$ cat src/rtl/vend_sequencer.sv
// vend_sequencer: vending controller. Accumulates coin credit, arbitrates
// cancel/select/coin events, owns the nine-slot price and stock tables,
// drives the dispense handshake and pays change one greedy coin at a time.
module vend_sequencer #(
   parameter int MAX_CREDIT = 995,
   parameter int STOCK_INIT = 5
) (
   input  logic       clk,
   input  logic       rstN,
   input  logic       coinValid,
   input  logic [2:0] coinCode,
   input  logic       selValid,
   input  logic [3:0] selCode,
   input  logic       cancel,
   input  logic       cfgWe,
   input  logic [3:0] cfgAddr,
   input  logic [9:0] cfgPrice,
   input  logic [3:0] cfgStock,
   output logic       vendReq,
   output logic [3:0] vendSlot,
   input  logic       vendAck,
   output logic       payReq,
   output logic [2:0] payCoin,
   input  logic       payAck,
   output logic [9:0] credit,
   output logic [9:0] displayCents,
   output logic       coinReject,
   output logic [8:0] gLed,
   output logic [8:0] rLed,
   output logic       busy
);

   typedef enum logic [1:0] {
      IDLE   = 2'd0,
      CREDIT = 2'd1,
      VEND   = 2'd2,
      CHANGE = 2'd3
   } stateT;

   localparam logic [10:0] MaxCredit = 11'(MAX_CREDIT);
   localparam logic [3:0]  StockInit = 4'(STOCK_INIT);

   stateT       state;
   logic [9:0]  priceTab [0:8];
   logic [3:0]  stockTab [0:8];

   logic        selOk;
   logic [3:0]  selIdx;
   logic [9:0]  selPrice;
   logic        selBlocked;
   logic        cfgOk;
   logic [9:0]  coinVal;
   logic [10:0] coinSum;
   logic        coinOk;
   logic [9:0]  paidVal;
   logic [9:0]  payCredit;

   // Cent value of a denomination code; invalid codes are worth nothing.
   function automatic logic [9:0] coinValue(input logic [2:0] code);
      case (code)
         3'd0:    coinValue = 10'd5;
         3'd1:    coinValue = 10'd10;
         3'd2:    coinValue = 10'd25;
         3'd3:    coinValue = 10'd50;
         3'd4:    coinValue = 10'd100;
         3'd5:    coinValue = 10'd500;
         default: coinValue = 10'd0;
      endcase
   endfunction

   // Largest denomination not exceeding the amount still owed.
   function automatic logic [2:0] greedyCoin(input logic [9:0] amount);
      if (amount >= 10'd500) begin
         greedyCoin = 3'd5;
      end else if (amount >= 10'd100) begin
         greedyCoin = 3'd4;
      end else if (amount >= 10'd50) begin
         greedyCoin = 3'd3;
      end else if (amount >= 10'd25) begin
         greedyCoin = 3'd2;
      end else if (amount >= 10'd10) begin
         greedyCoin = 3'd1;
      end else begin
         greedyCoin = 3'd0;
      end
   endfunction

   // Event decode: selection lookup, coin acceptance and payout arithmetic.
   always_comb begin
      selOk      = (selCode <= 4'd8);
      selIdx     = selOk ? selCode : 4'd0;
      selPrice   = priceTab[selIdx];
      selBlocked = rLed[selIdx] | (credit < selPrice);
      cfgOk      = (cfgAddr <= 4'd8);
      coinVal    = coinValue(coinCode);
      coinSum    = {1'b0, credit} + {1'b0, coinVal};
      coinOk     = (coinVal != 10'd0) && (coinSum <= MaxCredit);
      paidVal    = coinValue(payCoin);
      if (payReq && payAck) begin
         // Saturate so an odd leftover can never wrap the credit register.
         payCredit = (paidVal >= credit) ? 10'd0 : (credit - paidVal);
      end else begin
         payCredit = credit;
      end
   end

   // Slot LEDs: red when the slot cannot sell at all, green when affordable now.
   always_comb begin
      gLed = 9'd0;
      rLed = 9'd0;
      for (int i = 0; i < 9; i++) begin
         rLed[i] = (stockTab[i] == 4'd0) || (priceTab[i] == 10'd0);
         gLed[i] = !rLed[i] && (credit >= priceTab[i]);
      end
   end

   // Sequencer FSM with registered outputs, credit and price/stock tables.
   always_ff @(posedge clk) begin
      if (!rstN) begin
         state        <= IDLE;
         credit       <= 10'd0;
         displayCents <= 10'd0;
         vendReq      <= 1'b0;
         vendSlot     <= 4'd0;
         payReq       <= 1'b0;
         payCoin      <= 3'd0;
         coinReject   <= 1'b0;
         busy         <= 1'b0;
         for (int i = 0; i < 9; i++) begin
            priceTab[i] <= 10'd0;
            stockTab[i] <= StockInit;
         end
      end else begin
         coinReject <= 1'b0;
         case (state)
            IDLE, CREDIT: begin
               if (cfgWe && (state == IDLE) && cfgOk) begin
                  priceTab[cfgAddr] <= cfgPrice;
                  stockTab[cfgAddr] <= cfgStock;
               end
               if (cancel) begin
                  if (state == CREDIT) begin
                     state        <= CHANGE;
                     busy         <= 1'b1;
                     displayCents <= credit;
                  end
               end else if (selValid) begin
                  if (selOk) begin
                     if ((state == IDLE) || selBlocked) begin
                        displayCents <= selPrice;
                     end else begin
                        credit           <= credit - selPrice;
                        displayCents     <= credit - selPrice;
                        stockTab[selIdx] <= stockTab[selIdx] - 4'd1;
                        vendSlot         <= selIdx;
                        vendReq          <= 1'b1;
                        busy             <= 1'b1;
                        state            <= VEND;
                     end
                  end
               end else if (coinValid) begin
                  if (coinOk) begin
                     credit       <= coinSum[9:0];
                     displayCents <= coinSum[9:0];
                     state        <= CREDIT;
                  end else begin
                     coinReject <= 1'b1;
                  end
               end
               // A coin that lost arbitration to cancel/select is refused.
               if (coinValid && (cancel || selValid)) begin
                  coinReject <= 1'b1;
               end
            end
            VEND: begin
               coinReject <= coinValid;
               if (vendAck) begin
                  vendReq <= 1'b0;
                  if (credit != 10'd0) begin
                     state <= CHANGE;
                  end else begin
                     state        <= IDLE;
                     busy         <= 1'b0;
                     displayCents <= 10'd0;
                  end
               end
            end
            CHANGE: begin
               coinReject <= coinValid;
               credit     <= payCredit;
               if (payCredit == 10'd0) begin
                  state        <= IDLE;
                  busy         <= 1'b0;
                  payReq       <= 1'b0;
                  displayCents <= 10'd0;
               end else begin
                  payReq       <= 1'b1;
                  payCoin      <= greedyCoin(payCredit);
                  displayCents <= payCredit;
               end
            end
            default: begin
               state   <= IDLE;
               busy    <= 1'b0;
               vendReq <= 1'b0;
               payReq  <= 1'b0;
            end
         endcase
      end
   end

endmodule

$ cat config.mk
export PLATFORM = sky130hd
export DESIGN_NAME = vend_sequencer
export DESIGN_NICKNAME = d
export VERILOG_FILES = /design/src/rtl/vend_sequencer.sv
export SDC_FILE = /design/constraint.sdc
export NUM_CORES = 1
export LEC_CHECK = 0
export CORE_MARGIN = 2
export CORE_UTILIZATION = 30
export CTS_CLUSTER_DIAMETER = 30
export DETAILED_ROUTE_END_ITERATION = 7
export GPL_TIMING_DRIVEN = 0
export MAX_ROUTING_LAYER = met4
export PLACE_DENSITY = 0.47
export SLEW_MARGIN = 20
export SYNTH_ARGS = -nofsm -noshare
export SYNTH_HDL_FRONTEND = slang
export SYNTH_SLANG_ARGS = --single-unit
$ cat constraint.sdc
create_clock -name clk -period 9.3 [get_ports clk]
set_input_delay 1.86 -clock clk [delete_from_list [all_inputs] [get_ports clk]]
set_output_delay 1.86 -clock clk [all_outputs]
set_load 0.05 [all_outputs]
# [Word-level counts from Yosys, hierarchy flattened]
# Memory sizes are Yosys's and may differ from the RTL's.
# Cells that the tools add are included.
[op_classes] addsub=4 n_lt_le_gt_ge=20 eq_ne=32 n_mux=79 bitwise=4 reduce_logical=72
[ops] cell="two-way mux 10 bit" n=17
[ops] cell="case mux 9 bit (6 select lines)" n=2
[ops] cell="greater-or-equal comparator 10 bit" n=10
[ops] cell="logical NOT 10 bit" n=10
[ops] cell="logical NOT 4 bit" n=9
[ops] cell="two-way mux 1 bit" n=33
[ops] cell="case mux 10 bit (3 select lines)" n=1
[ops] cell="two-way mux 2 bit" n=12
[ops] cell="two-way mux 4 bit" n=6
[ops] cell="inequality test 3 bit (second input constant)" n=8
[ops] cell="case mux 10 bit (2 select lines)" n=1
[ops] cell="nonzero test 10 bit" n=2
[ops] cell="subtractor 10 bit" n=2
[ops] cell="AND reduction 6 bit" n=3
[ops] cell="inequality test 4 bit (second input constant)" n=4
[ops] cell="logical AND 1 bit" n=14
[ops] cell="inequality test 2 bit (second input constant)" n=7
[ops] cell="AND reduction 7 bit" n=2
[ops] cell="== test 3 x 2 -> 1 bit (second input constant)" n=4
[ops] cell="== test 3 bit (second input constant)" n=4
[ops] cell="adder 10 x 10 -> 11 bit" n=1
[ops] cell="<= comparator 11 x 10 -> 1 bit (second input constant)" n=1
[ops] cell="logical OR 1 bit" n=11
[ops] cell="greater-or-equal comparator 10 x 4 -> 1 bit (second input constant)" n=1
[ops] cell="27 further kinds" n=46
[totals] regBits=33 ramBits=126 in_bits=33 out_inout_bits=49 word_cells=222 memories=2
[mem_list] memory="priceTab" words=9 word_bits=10 read_ports=10 rd_clocked_by_memory_dff=0 write_ports=9 line="44" source="logic [9:0] priceTab [0:8];"
[mem_list] memory="stockTab" words=9 word_bits=4 read_ports=10 rd_clocked_by_memory_dff=0 write_ports=9 line="45" source="logic [3:0] stockTab [0:8];"

# [Longest topological paths before layout]
# Gate-level depths: netlist (run 1).
# An unclocked memory read counts as a cell.
[logic_depth] depth_word=16 depth_mapped=22 mapped_depth_nobuf=17

# [Worst setup path before layout (run 1)]
# No wires, ideal clock.
[synth_timing] path_type="input port to flip-flop" startpoint="input port selCode[0]" endpoint="memory stockTab[1][0], enable pin" setup_time_ns=0.308 arrival_time_ns=5.882 t_required_ns=8.992 path_slack_ns=3.110 cell_stages=19 n_path_buf=3 path_cell_list="buf_2 nor2b_1 buf_4 buf_2 mux4_2 mux2i_1 o21ai_0 ha_1 inv_1 fa_1 a21o_1 a21oi_1 o211ai_1 a41o_1 nand3_2 a211oi_4 and3_1 a31oi_1 nand2_1"
[synth_lines] item="from (decl)" line="13" source="input logic [3:0] selCode,"
[synth_lines] item="to (decl)" line="45"

==> metrics.md, run 1 <==
| Metric | Value |
|---|---|
| Status | `finished clean` |
| Starting density of the core | `~30%` |
| CTS max path bufs | `2` |
| Final Instance Area | `0.01487 mm^2` |
| DPL Wire Length | `about 35,000 um` |
| Full die area | `about 0.044 mm^2` |
| Layout cells sized above 1 | `about 6.8%` |
| Crit path capture type | `flip-flop` |
| Post-Syn Area | `~0.013 mm^2` |
| DRC Markers | `0` |
| EDFF count, synth | `135` |
| Routed Wire Length | `46,680 um` |
| FF+latch count, synth | `168` |
| Initial drt markers | `just under 900` |
| GP Congestion | `approximately 0.9` |
| Mapped Cells | `1,350` |
| Post-CTS Hold Buffers | `0` |
| Avg WL per Cell | `23.22 um` |
| Final nets | `~1.6k` |
| Total chip power | `roughly 2.4 mW` |
| Average size of a mapped cell | `between 9 and 10 um^2` |
| VDD IR-drop max | `0.0001121 V` |
| Vias per cell | `5.508` |
| RSZ-0062 raised after global routing | `no` |
| First-pass GRT wire length | `~70,000 um` |
| Number of setup buffers added after CTS | `0` |
| Main combinational cell family by area after synthesis | `simple AND/OR/NAND/NOR gates` |
| Pwr Density | `160.6 mW/mm^2` |
| Final setup violating endpoints | `0` |
| Synth Warn # | `0` |
| Predominant post-synthesis flop cell | `edfxtp_1` |
| WHS | `approximately 480 ps` |
| Initial antenna violation count | `3` |
| Row Count | `75` |
| CTS H-tree lvls | `4` |
| CP startpoint kind | `input pin` |
| Clock skew | `between 15 and 20 ps` |
| Cell taking the most area after synthesis | `edfxtp_1` |
| Min-delay worst type | `reg -> reg` |
| Ys async rst share | `0%` |
| Final Core Density | `~35%` |
| N_diodes | `0` |
| Area Overhead vs Synth | `16.47%` |
| Count of cell types in the netlist | `83` |
| Final Non-Filler Cells | `around 2k` |
| Slew HR | `between 20% and 30%` |
| Most frequent cells in the layout | `135 x edfxtp_1, 120 x ha_1, 113 x inv_1, 109 x nor2_1, 83 x and2_1` |
| Setup TNS Final | `0 ps` |
| Synth Area in Simple Gates | `between 20% and 30%` |
| Crit path DAT | `about 8100 ps` |
| Setup WS pre-CTS | `1007 ps` |
| Post-synthesis mux area share | `6.497%` |
| CTS clock-pin slew for the worst setup and hold paths | `about 80 ps` |
| Die span in y | `roughly 210 um` |
| Adder-Cell Fraction of Synth Area | `around 12%` |
| Period utilization | `between 80% and 90%` |
| Min Tclk post-route | `a little under 8000 ps` |
| Total CTS buffers | `17` |
| Slew @ Worst Pin | `1116 ps` |
| Post-DP Area | `about 0.014 mm^2` |
| CTS resizes | `0` |
| Gr ovfl total | `0` |
| FMAX | `approximately 130 MHz` |
| CTS tree | `done` |
| Post-Place Cells | `roughly 2k` |
| CP required | `between 9000 and 10,000 ps` |
| Tot GR Track Use | `around 22%` |
| Die Wd | `210.3 um` |
| Synth Area in XOR/XNOR | `under 10%` |
| Most common cell after layout, fill and taps aside | `edfxtp_1` |
| Final Hold Violating Endpoints | `0` |
| Yosys top cell area share | `between 30% and 40%` |
| Num ports | `a little over 80` |
| Largest net degree at the start of global routing | `21` |
| Synth Area in Compound Gates | `around 17%` |
| Top post-synthesis cells by area | `edfxtp_1 32%, ha_1 12%, dfxtp_1 5.2%` |
| Clock sink count | `168` |
| Clock root cell | `clkbuf_16` |
| Buffers added on ports | `79` |
| Final Max Slew Viols | `0` |
| Antenna Nets Post-Route | `0` |
| Via count | `between 10k and 15k` |
| Drt pass-1 iters | `5` |
| Max-cap viol count | `0` |
| Post-synthesis sequential area ratio | `a little under two fifths` |
| Pleak | `approximately 6 nW` |
| PnR worst setup slack | `1400 ps` |
| Worst skew pair latency | `between 400 and 500 ps` |
| CP Max Fanout | `10` |
| WS Path Type | `in -> reg` |
| Core Region | `0.04195 mm^2` |
| Vias in the first global route | `roughly 11k` |
==> layout make-up <==
type	instances	area (um^2)
multi-input cells	1013	7393
inverters	113	424.2
repair buffers	81	805.8
fillers	4279	27070
plain buffers	64	270.3
well taps	539	674.4
clock inverters	15	153.9
flip-flops and latches	168	4725
clock buffers	17	425.4
==> metal layers <==
metal,vias up,wire (um),track usage (%)
li1,5190,-,-
met1,5433,20440,27.94
met2,381,22410,36.10
met3,68,2582,3.337
met4,0,1244,7.019
met5,-,0,-
==> state kept, by name, indices dropped and copies added, names as in the netlist <==
register / flops
priceTab: 98
stockTab: 37
credit: 10
displayCents: 10
vendSlot: 4
payCoin: 3
state: 2
busy: 1
coinReject: 1
payReq: 1
vendReq: 1
==> Yosys cell counts (all sizes together), types with 4 or more instances <==
library cell and n:
o21a 6, nor3b 5, nor3 15, a21o 30, and2 83, nand2b 61
nor2 109, a211o 7, xnor2 12, o22ai 12, a311oi 12, clkbuf 50
o211ai 9, xor2 8, nand2 83, mux4 23, inv 113, and3 28
a221oi 5, buf 14, a31oi 22, o2111ai 5, mux2i 25, nor4 32
nand3 29, a2111oi 4, o21ai 64, dfxtp 33, edfxtp 135, o31ai 13
ha 120, a21oi 66, a32oi 6, nand4 11, a211oi 23, nor2b 22
==> report_power, final <==
part / internal (mW) / switching, mW
Clock: 0.380 / 0.350
Combinational: 0.271 / 0.465
Sequential: 0.851 / 0.0716
==> logic make-up after synthesis <==
family / count (synthesis)
flops: 168
compound gates: 320
mux: 49
buf+inv: 177
fa+ha+maj: 123
simple gates: 492
xor+xnor: 20
other cells: 1
==> final timing paths <==
check	start	endpoint	slack, ps	cells past startpoint
worst max-delay path	selCode[1]	stockTab[5][3]	1400	21
worst min-delay path	displayCents[9]	displayCents[9]	480	2
worst max register to register	credit[0]	state[0]	4520	13
worst min register to register	displayCents[9]	displayCents[9]	480	2
==> worst max-delay path, cell delays in order <==
cell,delay (ps)
clkdlybuf4s50_1,490
buf_6,140
nor2b_1,130
clkbuf_1,450
clkbuf_1,720
buf_2,480
mux4_2,370
mux2i_1,150
o21ai_0,220
ha_1,310
inv_1,70
fa_1,200
a21o_1,130
a21oi_1,110
o211ai_1,280
a41o_1,250
nand3_2,120
a211oi_4,700
and3_1,370
a31oi_1,220
nand2_1,260
No activity file was read; power rests on OpenSTA's default activity.
==> inputs of run 2 (changes only) <==
Settings changed: PLACE_DENSITY 0.47 to 0.49.
Clock period 9.3 ns to 6.9 ns, I/O delays scaled along.
==> run 2 against run 1 <==
- cell count rose by 0.15%
- register-to-register slack got worse by 2400 ps
- worst setup slack got worse by 1100 ps
- first-iteration DRC count rose by 11%
- sequential power rose by 34%
==> metrics.md, run 2 (synthesis results as in run 1) <==
| Metric | Value |
|---|---|
| Num ports | `82 (unchanged)` |
| FMAX | `around 150 MHz` |
| GP Congestion | `0.9081 (was 0.9117)` |
| Total CTS buffers | `17 (unchanged)` |
| CP required | `7290 ps (was 9450 ps)` |
| Worst-case reg-to-reg path depth | `13 (unchanged)` |
| Clock root cell | `clkbuf_16 (unchanged)` |
| DRC Markers | `0 (unchanged)` |
| Worst Hold Depth | `2 (unchanged)` |
| Row Count | `75 (unchanged)` |
| CTS tree | `done (unchanged)` |
| Period utilization | `a little over nine tenths` |
| Antenna Nets Post-Route | `0 (unchanged)` |
| Die Wd | `210.3 um (unchanged)` |
| CP most frequent cell | `nor2_1 (was clkbuf_1)` |
| FILL cells | `4,338 (was 4,279)` |
| Pwr Density | `216.8 mW/mm^2 (was 160.6 mW/mm^2)` |
| Clock sink count | `168 (unchanged)` |
| Avg WL per Cell | `23.27 um (was 23.22 um)` |
| Status | `finished clean (unchanged)` |
| Slowest cell on the critical path | `a2111oi_0 (was clkbuf_1)` |
| Worst skew pair latency | `470 ps (was 460 ps)` |
| VDD IR-drop max | `0.0001497 V (was 0.0001121 V)` |
| Pleak | `6.012 nW (was 5.969 nW)` |
| Min Tclk post-route | `6614 ps` |
| N_diodes | `0 (unchanged)` |
| Number of cells on the critical path | `22 (was 21)` |
| Gr ovfl total | `0 (unchanged)` |
| Slew @ Worst Pin | `1109 ps (was 1116 ps)` |
| Final Non-Filler Cells | `2,013 (was 2,010)` |
| Regs by FF count | `priceTab (98), stockTab (37) (unchanged)` |
| Tot GR Track Use | `21.97% (was 22.01%)` |
| RSZ-0062 raised after global routing | `no (unchanged)` |
| Routed Wire Length | `46,850 um (was 46,680 um)` |
| Most frequent cells in the layout | `135 x edfxtp_1, 120 x ha_1, 113 x inv_1, 109 x nor2_1, 83 x and2_1 (unchanged)` |
| Die span in y | `210.3 um (unchanged)` |
| Setup TNS Final | `0 ps (unchanged)` |
| Area Overhead vs Synth | `16.96% (was 16.47%)` |
| Crit-path leading delay family | `buffers and inverters (unchanged)` |
| DPL Wire Length | `34,610 um (was 34,860 um)` |
| Slowest cell delay on critical path | `610 ps (was 720 ps)` |
| Seq. cell area | `0.004725 mm^2 (unchanged)` |
| Multi-input gate area | `0.007403 mm^2 (was 0.007393 mm^2)` |
| Largest register FFs | `98 (unchanged)` |
| Buffers added on ports | `79 (unchanged)` |
| Final setup violating endpoints | `0 (unchanged)` |
| Post-CTS Hold Buffers | `0 (unchanged)` |
| Final Core Density | `35.60% (was 35.45%)` |
| Post-Place Cells | `1,980 (was 1,978)` |
| Starting density of the core | `30.44% (unchanged)` |
| Largest net degree at the start of global routing | `21 (unchanged)` |
| Core Region | `0.04195 mm^2 (unchanged)` |
| Most common cell after layout, fill and taps aside | `edfxtp_1 (unchanged)` |
| Crit path capture type | `flip-flop (unchanged)` |
| Slew HR | `25.37% (was 24.89%)` |
| Clock skew | `22.88 ps (was 17.61 ps)` |
| Drt pass-1 iters | `7 (was 5)` |
| Full die area | `0.04423 mm^2 (unchanged)` |
| Crit path buf inv count | `7 (was 6)` |
| First-pass GRT wire length | `69,210 um (was 69,520 um)` |
| CTS clock-pin slew for the worst setup and hold paths | `70 ps (was 80 ps)` |
| Top reg by flops | `priceTab (unchanged)` |
| CP startpoint kind | `input pin (unchanged)` |
| Initial drt markers | `985 (was 890)` |
| Final nets | `1,617 (was 1,614)` |
| Total chip power | `3.238 mW (was 2.388 mW)` |
| Vias in the first global route | `10.87k (was 10.85k)` |
| CP Max Fanout | `10 (unchanged)` |
| Final Max Slew Viols | `0 (unchanged)` |
| Critical Path, Cell by Cell | `clkdlybuf4s50_1 > buf_6 > nor2b_1 > clkbuf_2 > clkbuf_4 > buf_2 > mux4_2 > mux2i_1 > o21ai_1 > ha_1 > inv_1 > fa_1 > a21o_1 > a21oi_1 > o211ai_1 > a41o_1 > nand3_2 > clkbuf_1 > nor2_1 > a2111oi_0 > nor3_1 > nor2_1 (was clkdlybuf4s50_1 > buf_6 > nor2b_1 > clkbuf_1 > clkbuf_1 > buf_2 > mux4_2 > mux2i_1 > o21ai_0 > ha_1 > inv_1 > fa_1 > a21o_1 > a21oi_1 > o211ai_1 > a41o_1 > nand3_2 > a211oi_4 > and3_1 > a31oi_1 > nand2_1)` |
| Initial antenna violation count | `2 (was 3)` |
| CTS max path bufs | `2 (unchanged)` |
| Layout cells sized above 1 | `7.191% (was 6.798%)` |
| Via count | `11.03k (was 11.07k)` |
| Crit path DAT | `7000 ps (was 8050 ps)` |
| Min-delay worst type | `reg -> reg (unchanged)` |
| CTS H-tree lvls | `4 (unchanged)` |
| Vias per cell | `5.477 (was 5.508)` |
| Final Hold Violating Endpoints | `0 (unchanged)` |
| Max-cap viol count | `0 (unchanged)` |
| WS Path Type | `in -> reg (unchanged)` |
==> run 2: cell type report <==
cell class	count	share of cell area, %
flip-flops and latches	168	31.64
clock inverters	15	1.181
clock buffers	17	2.849
inverters	113	2.840
multi-input cells	1013	49.57
well taps	539	4.516
plain buffers	64	1.860
repair buffers	84	5.546
==> run 2: path summary, 6_finish.rpt <==
check / start / to / slack (ps)
min: displayCents[6] / displayCents[6] / 480
min reg2reg: displayCents[6] / displayCents[6] / 480
max: selCode[1] / displayCents[8] / 290
max reg2reg: credit[0] / state[0] / 2130
==> run 2: power by group <==
group          leakage [nW]  internal (mW)  total (mW)  switching [mW]
Clock                 0.292          0.518        1.00           0.485
Sequential             1.60           1.15        1.24          0.0987
Combinational          4.12          0.367       0.990           0.623
==> run 2: repair_timing <==
item / CTS / global route
endpoints found under the hold margin: 0 / 0
pin swaps: 1 / 1
buffers inserted: 1 / 0
setup endpoints to repair: 87 / 84
resized for setup: 2 / 7
==> run 2: per-layer routing <==
layer  up-vias  GRT usage [%]  share of wire [%]
met4         0          7.361                2.9
met2       384          35.45                 47
met1      5360          28.04                 44
met5         -              -                  0
met3        70          3.665                5.9
li1       5212              -                  -
==> run 2: tightest hold or removal path: stages, from the launching register on <==
cell	delay (ps)
dfxtp_1	310
nand3_1	60
nand3_1	60
==> run 2: stage by stage <==
stage / setup slack [ps] / cell area, um^2 / hold WS (ps)
after floorplan: 1190 / 12800 / 539.0
after global placement: -889.4 / 14260 / 466.1
after detailed placement: -909.7 / 14300 / 469.7
after CTS: 55.54 / 14920 / 480.2
after global routing: 85.38 / 14930 / 510.7
final: 286.3 / 14930 / 476.7
